--- config.mk ---
export PLATFORM = sky130hd
export DESIGN_NAME = abr_prim_fifo_sync
export DESIGN_NICKNAME = d
export VERILOG_FILES = /design/src/rtl/abr_prim_fifo_sync.sv
export SDC_FILE = /design/constraint.sdc
export NUM_CORES = 1
export LEC_CHECK = 0
export BUFFER_PORTS_ARGS = -buffer_cell sky130_fd_sc_hd__buf_2
export CAP_MARGIN = 25
export CORE_AREA = 2 2 104 106
export DETAILED_ROUTE_END_ITERATION = 10
export DIE_AREA = 0 0 106 108
export PLACE_DENSITY = 0.84
export SLEW_MARGIN = 20
export SYNTH_ARGS = -nofsm -noshare
export SYNTH_HDL_FRONTEND = slang
export SYNTH_SLANG_ARGS = --single-unit
--- constraint.sdc ---
create_clock -name clk_i -period 6.6 [get_ports clk_i]
set_clock_uncertainty 0.1 [all_clocks]
set_input_delay 0.99 -clock clk_i [delete_from_list [all_inputs] [get_ports clk_i]]
set_output_delay 0.99 -clock clk_i [all_outputs]
set_load 0.01 [all_outputs]
--- src/rtl/abr_prim_fifo_sync.sv ---
// rtl/abr_prim_fifo_sync.sv - synchronous ready/valid FIFO with its pointer-pair counter
// Optional pass-through when empty is enabled by defining ABR_FIFO_SYNC_PASS_EN.

module abr_prim_fifo_sync_cnt #(
  parameter int Depth  = 4,
  parameter int Width  = 3,
  parameter bit Secure = 1'b0
) (
  input  logic             clk_i,
  input  logic             rst_b,
  input  logic             clr_i,
  input  logic             incr_wptr_i,
  input  logic             incr_rptr_i,
  output logic [Width-1:0] wptr_o,
  output logic [Width-1:0] rptr_o,
  output logic             err_o
);

  localparam int IdxW = Width - 1;
  localparam logic [IdxW-1:0] LastIdx = IdxW'(Depth - 1);

  logic [Width-1:0] wptr_q, wptr_d;
  logic [Width-1:0] rptr_q, rptr_d;

  // The MSB is a wrap flag, toggled whenever the index rolls over Depth-1 -> 0.
  function automatic logic [Width-1:0] ptr_inc(input logic [Width-1:0] p);
    logic [Width-1:0] n;
    if (p[IdxW-1:0] == LastIdx) begin
      n = {~p[Width-1], {IdxW{1'b0}}};
    end else begin
      n = {p[Width-1], p[IdxW-1:0] + IdxW'(1)};
    end
    return n;
  endfunction

  always_comb begin
    wptr_d = wptr_q;
    rptr_d = rptr_q;
    if (clr_i) begin
      wptr_d = '0;
      rptr_d = '0;
    end else begin
      if (incr_wptr_i) wptr_d = ptr_inc(wptr_q);
      if (incr_rptr_i) rptr_d = ptr_inc(rptr_q);
    end
  end

  always_ff @(posedge clk_i or negedge rst_b) begin
    if (!rst_b) begin
      wptr_q <= '0;
      rptr_q <= '0;
    end else begin
      wptr_q <= wptr_d;
      rptr_q <= rptr_d;
    end
  end

  assign wptr_o = wptr_q;
  assign rptr_o = rptr_q;

  if (Secure) begin : g_secure
    // Shadow copies held inverted so a stuck node cannot corrupt both identically.
    logic [Width-1:0] wptr_inv_q, rptr_inv_q;
    logic             range_err;

    always_ff @(posedge clk_i or negedge rst_b) begin
      if (!rst_b) begin
        wptr_inv_q <= '1;
        rptr_inv_q <= '1;
      end else begin
        wptr_inv_q <= ~wptr_d;
        rptr_inv_q <= ~rptr_d;
      end
    end

    assign range_err = (int'(wptr_q[IdxW-1:0]) >= Depth) || (int'(rptr_q[IdxW-1:0]) >= Depth);
    assign err_o = (wptr_q != ~wptr_inv_q) || (rptr_q != ~rptr_inv_q) || range_err;
  end else begin : g_plain
    assign err_o = 1'b0;
  end

endmodule

module abr_prim_fifo_sync #(
  parameter int Width  = 32,
  parameter int Depth  = 4,
  parameter bit Secure = 1'b0,
  localparam int PtrW   = $clog2(Depth) + 1,
  localparam int DepthW = $clog2(Depth + 1)
) (
  input  logic              clk_i,
  input  logic              rst_b,
  input  logic              clr_i,
  input  logic              wvalid_i,
  output logic              wready_o,
  input  logic [Width-1:0]  wdata_i,
  output logic              rvalid_o,
  input  logic              rready_i,
  output logic [Width-1:0]  rdata_o,
  output logic              full_o,
  output logic [DepthW-1:0] depth_o,
  output logic              err_o
);

  localparam int IdxW = PtrW - 1;
  localparam int DW1  = DepthW + 1;

  logic [PtrW-1:0]  wptr, rptr;
  logic [IdxW-1:0]  wlow, rlow;
  logic [Width-1:0] storage_q [Depth];
  logic [Width-1:0] storage_d [Depth];
  logic [DW1-1:0]   depth_full;
  logic             empty, full;
  logic             wr_fire, rd_fire, pass;
  logic             incr_w, incr_r, cnt_err;

  abr_prim_fifo_sync_cnt #(
    .Depth  (Depth),
    .Width  (PtrW),
    .Secure (Secure)
  ) u_cnt (
    .clk_i       (clk_i),
    .rst_b       (rst_b),
    .clr_i       (clr_i),
    .incr_wptr_i (incr_w),
    .incr_rptr_i (incr_r),
    .wptr_o      (wptr),
    .rptr_o      (rptr),
    .err_o       (cnt_err)
  );

  always_comb begin
    wlow  = wptr[IdxW-1:0];
    rlow  = rptr[IdxW-1:0];
    empty = (wptr == rptr);
    full  = (wlow == rlow) && (wptr[PtrW-1] != rptr[PtrW-1]);
    if (wptr[PtrW-1] == rptr[PtrW-1]) begin
      depth_full = DW1'(wlow) - DW1'(rlow);
    end else begin
      depth_full = DW1'(Depth) - DW1'(rlow) + DW1'(wlow);
    end
  end

  // Read-side view: the bypass variant exposes the incoming word while empty.
  always_comb begin
`ifdef ABR_FIFO_SYNC_PASS_EN
    rvalid_o = empty ? wvalid_i : 1'b1;
    if (!rvalid_o) begin
      rdata_o = '0;
    end else if (empty) begin
      rdata_o = wdata_i;
    end else begin
      rdata_o = storage_q[rlow];
    end
    pass = empty && wvalid_i && rready_i;
`else
    rvalid_o = ~empty;
    rdata_o  = rvalid_o ? storage_q[rlow] : '0;
    pass     = 1'b0;
`endif
  end

  always_comb begin
    wready_o = ~full;
    full_o   = full;
    depth_o  = depth_full[DepthW-1:0];
    err_o    = cnt_err || (depth_full > DW1'(Depth));
    wr_fire  = wvalid_i && wready_o;
    rd_fire  = rvalid_o && rready_i;
    incr_w   = wr_fire && !pass;
    incr_r   = rd_fire && !pass;
  end

  always_comb begin
    for (int i = 0; i < Depth; i++) storage_d[i] = storage_q[i];
    if (incr_w && !clr_i) storage_d[wlow] = wdata_i;
  end

  always_ff @(posedge clk_i or negedge rst_b) begin
    if (!rst_b) begin
      for (int i = 0; i < Depth; i++) storage_q[i] <= '0;
    end else begin
      for (int i = 0; i < Depth; i++) storage_q[i] <= storage_d[i];
    end
  end

endmodule

# [Word-level counts from Yosys, hierarchy flattened]
# Cells that the tools add are included.
[classes] n_mux=14 eq_ne=6 n_addsub=5 bitwise=6 reduce_logical=12 n_lt_le_gt_ge=4
[op_table] cell="bitwise mux 128 bit" n=1
[op_table] cell="2-to-1 mux 32 bit" n=4
[op_table] cell="binary-select mux 32 bit (select 2 bit)" n=1
[op_table] cell="demux 32 bit (select 2 bit)" n=1
[op_table] cell="2-to-1 mux 3 bit" n=6
[op_table] cell="nonzero test 2 bit" n=4
[op_table] cell="greater-or-equal comparator 3 bit, second input constant" n=2
[op_table] cell="NOT 2 -> 3 bit" n=2
[op_table] cell="logical AND 1 bit" n=5
[op_table] cell="adder 2 x 1 -> 2 bit, second input constant" n=2
[op_table] cell="adder 4 x 2 -> 4 bit" n=1
[op_table] cell="equality test 2 bit, second input constant" n=2
[op_table] cell="greater-than comparator 4 x 3 -> 1 bit, second input constant" n=1
[op_table] cell="2-to-1 mux 4 bit" n=1
[op_table] cell="NOT 1 bit" n=4
[op_table] cell="AND reduction 2 bit" n=2
[op_table] cell="subtractor 3 x 2 -> 4 bit, first input constant" n=1
[op_table] cell="equality test 3 bit" n=1
[op_table] cell="less-than comparator 3 x 1 -> 1 bit, second input constant" n=1
[op_table] cell="subtractor 2 x 2 -> 3 bit" n=1
[op_table] cell="equality test 2 bit" n=1
[op_table] cell="equality test 1 bit" n=1
[op_table] cell="zero test 1 bit" n=1
[op_table] cell="!= test 1 bit" n=1
[word_totals] output_inout_bits=39 regBits=134 in_bits=37 word_cells=55

# [Longest topological paths before layout]
[logic_depth] word_depth=6 ltp_mapped=8 depth_no_buf=6

# [Hierarchy]
# Synthesis repeated with hierarchy kept, for this count alone.
[unflattened] cells_unflattened=394 area_unflattened_um2=6344.8
[by_module_without_submodules] module="abr_prim_fifo_sync" seq_area_each_um2=3203.1 instances=1 cells_per_inst=368 area_per_inst_um2=6045.8
[by_module_without_submodules] module="abr_prim_fifo_sync_cnt" seq_area_each_um2=150.1 instances=1 cells_per_inst=26 area_per_inst_um2=299.0

# [Worst setup path after synthesis]
# Ideal clock, no wire load.
[synth_path] path_kind="register -> output" from="reg u_cnt.rptr_q[1], in the netlist u_cnt.rptr_o[1]" to="out rdata_o[10]" path_buffers=3 stages_incl_launch_ff=9 t_arrival_ns=2.190 t_required_ns=5.510 path_slack_ns=3.320 cell_sequence="dfrtp_1 > clkbuf_1 > clkbuf_1 > inv_1 > ha_1 > nand2_1 > nor2_1 > clkbuf_1 > nor2b_1"
[synth_via] elab_chain_len=5 elab_cells_between_ends=6 cone_classes="eq/ne (1); mux (4); bitwise (1)"
[synth_rtl] item="start: declaration" line="23" rtl="logic [Width-1:0] rptr_q, rptr_d;"
[synth_rtl] item="start signal: assignment" line="54" rtl="rptr_q <= rptr_d;"
[synth_rtl] item="NOT 2 -> 3 bit (implied by the code)" line="158" rtl="rdata_o = rvalid_o ? storage_q[rlow] : '0;"
[synth_rtl] item="binary-select mux 32 bit (select 2 bit)" line="158"
[synth_rtl] item="2-to-1 mux 32 bit (implied by the code) (2 in a row)" line="158"
[synth_rtl] item="2-to-1 mux 32 bit *" line="158"
[synth_rtl] item="end: declaration" line="99" rtl="output logic [Width-1:0] rdata_o,"
# Every way passes the cells marked *; elsewhere a longest branch is shown, timed or not. The select of a mux whose other input is x is not followed.

# [Worst setup path in the final report]
[layout_path] from="reg u_cnt.rptr_q[1], in the netlist u_cnt.rptr_o[1]" to="out rdata_o[14]"
# Same word-level chain as after synthesis.

==> flow_summary.json <==
{
  "synth_edf_count": 0,
  "grt_pass1_wl_um": 20400,
  "cts_hold_buf": 0,
  "h-tree-depth": 4,
  "r2r_cells": 5,
  "setup_viol": 0,
  "clk_pin_slew_ns": 0.06,
  "design.die.area_um2": 11400,
  "r2r_start": "u_cnt.rptr_o[1]",
  "period_share": 0.683,
  "ir_worst_vdd_v": 0.000284,
  "placed_area_um2": 6740,
  "synth-async-reset-ratio": 1.00,
  "cap_viol_max_count": 0,
  "p_seq_frac": 0.423,
  "power_frac_comb": 0.282,
  "antenna_found_initial": 1,
  "r2r_slack_ns": 3.11,
  "final-seq-area_um2": 3360,
  "hold_path.class": "in2async",
  "slew_viol_final": 0,
  "required_ns": 5.51,
  "grt_pass1_vias": 4049,
  "ios": 76,
  "ant_nets": 0,
  "worst_pin_slew_ns": 1.01,
  "finalSetupTns_ns": 0,
  "wire_per_inst_um": 20.3,
  "synth_seq_area_share": 0.528,
  "period_needed_ns": 4.51,
  "intPower_mw": 2.09,
  "clk_latency_ns": 0.52,
  "avgSynthCellArea_um2": 15.8,
  "cts_resized": 0,
  "grt_max_degree": 90,
  "gp_congestion": 0.815,
  "regToRegEndpoint": "storage_q[107]",
  "arrival_ns": 3.42,
  "ys_ff_latch": 134,
  "path_max_fanout": 34,
  "relSlewSlack": 0.324,
  "clkPwrFrac": 0.294,
  "drcViolationCount": 0,
  "max_freq_mhz": 222,
  "cp-end-kind": "output pin",
  "syn_inst": 402,
  "port-buffer-count": 75,
  "die_w_um": 106,
  "cts_root_buffer": "clkbuf_8",
  "syn_area_um2": 6350,
  "crit_type": "reg2out",
  "power_mw": 2.90,
  "row_count": 37,
  "ys_types": 31,
  "power.leakage_nw": 3.25,
  "yosys_warnings": 0,
  "cts_buffers": 17,
  "fin_util": 0.711,
  "nFillCells": 679,
  "startpoint_type": "flop",
  "clock-sinks": 134,
  "syn_nets": 447,
  "rsz0062_at_grt": "no",
  "syn_to_final_growth_pct": 14.6,
  "antenna_cells": 0,
  "switching_share": 0.279,
  "first_pass_iters": 6,
  "nets": 518,
  "design_area_um2": 7280,
  "drive_gt1_frac": 0.568,
  "hold_viol_final": 0,
  "vias": 3671,
  "dr.first_iter.drc_count": 179,
  "finalWirelength_um": 12600,
  "powerDensity_nw_per_um2": 399,
  "start_util": 0.621,
  "mostFrequentLayoutCells": "132 x dfrtp_1, 120 x mux2_2, 74 x buf_2",
  "multi_input_area_um2": 2780,
  "fp.dieH_um": 108,
  "grt_use_total": 0.239,
  "dp_hpwl_um": 7250,
  "cts_max_path_buffers": 2,
  "final_common_cell": "dfrtp_1",
  "synth_flop_cell": "dfrtp_1",
  "grt.overflow.total": 0,
  "vias_per_cell": 5.92,
  "outcome": "complete, no violations",
  "post_cts_buffers": 0,
  "tritoncts": "built",
  "p_sw_mw": 0.809,
  "design.core.area_um2": 10200
}
-- critical path, stage by stage (launching register included) --
cell and delay, ns:
dfrtp_2 0.98, inv_1 0.24, ha_1 0.37, nand2_1 0.22, nor2_4 0.75, nor2b_1 0.14, buf_2 0.18
-- metrics by stage --
stage	std cells	hold WS, ns	setup WS, ns
after floorplan	402	0.375	3.32
after global placement	590	0.383	2.70
after detailed placement	590	0.390	2.64
after CTS	620	0.285	2.08
after global routing	620	0.303	1.82
final	620	0.290	2.09
-- worst max path at each step --
| stage | startpoint | endpoint | slack, ns | depth (start not counted) |
|---|---|---|---|---|
| floorplan | u_cnt.rptr_o[1] | rdata_o[10] | 3.32 | 8 |
| global placement | u_cnt.rptr_o[1] | rdata_o[12] | 2.70 | 6 |
| detailed placement | u_cnt.rptr_o[1] | rdata_o[19] | 2.64 | 6 |
| CTS | u_cnt.rptr_o[1] | rdata_o[19] | 2.08 | 6 |
| global route | u_cnt.rptr_o[1] | rdata_o[13] | 1.82 | 6 |
| finish | u_cnt.rptr_o[1] | rdata_o[14] | 2.09 | 6 |
-- cell type report --
cell class / count / share of cell area
sequential: 134 / 0.461
multi-input combinational: 234 / 0.382
clock buffer: 21 / 0.0631
timing repair buffer: 77 / 0.0550
tap: 136 / 0.0234
clock inverter: 9 / 0.0108
inverter: 9 / 0.00464
-- kinds of logic after synthesis --
kind of cell / Yosys count / synth area share
multiplexers: 161 / 0.348
adder cells (fa/ha/maj): 8 / 0.0169
flip-flops: 134 / 0.528
buffers and inverters: 34 / 0.0351
XOR/XNOR: 3 / 0.00532
AND/OR/NAND/NOR: 42 / 0.0392
AO/OA/AOI/OAI: 20 / 0.0276
-- metal layers --
metal,share of wire,vias to the layer above,GRT usage
li1,-,1615,-
met1,0.43,1949,0.303
met2,0.52,89,0.405
met3,0.045,16,0.0633
met4,0.011,2,0.0818
met5,0.00087,-,0
-- flip-flops by register name, indices dropped and copies added, names as in the netlist --
name / flops
storage_q: 128
u_cnt.rptr_o: 3
u_cnt.wptr_o: 3
-- power groups by stage --
stage	Sequential (mW)	Clock, mW	Combinational (mW)
floorplan	1.18	0	0.631
global placement	1.21	0	0.801
detailed placement	1.23	0	0.828
CTS	1.23	0.871	0.834
global route	1.26	0.908	0.896
finish	1.23	0.853	0.819
-- cells in the mapped netlist (2+ instances only) --
cell type,n,share of area
dfrtp_1,134,0.53
mux2_2,120,0.21
nor2b_1,33,0.033
mux4_2,32,0.11
buf_6,12,0.021
inv_1,9,0.0053
mux2_4,9,0.021
clkbuf_1,8,0.0047
ha_1,7,0.014
buf_2,4,0.0032
o2111a_2,4,0.0079
nor2_1,3,0.0018
o2111ai_1,3,0.0041
o31ai_1,3,0.0035
a21boi_0,2,0.0024
nand2_1,2,0.0012
nor3_1,2,0.0016
o211ai_1,2,0.0024
Note: power is estimated with default switching activity, not from simulation.
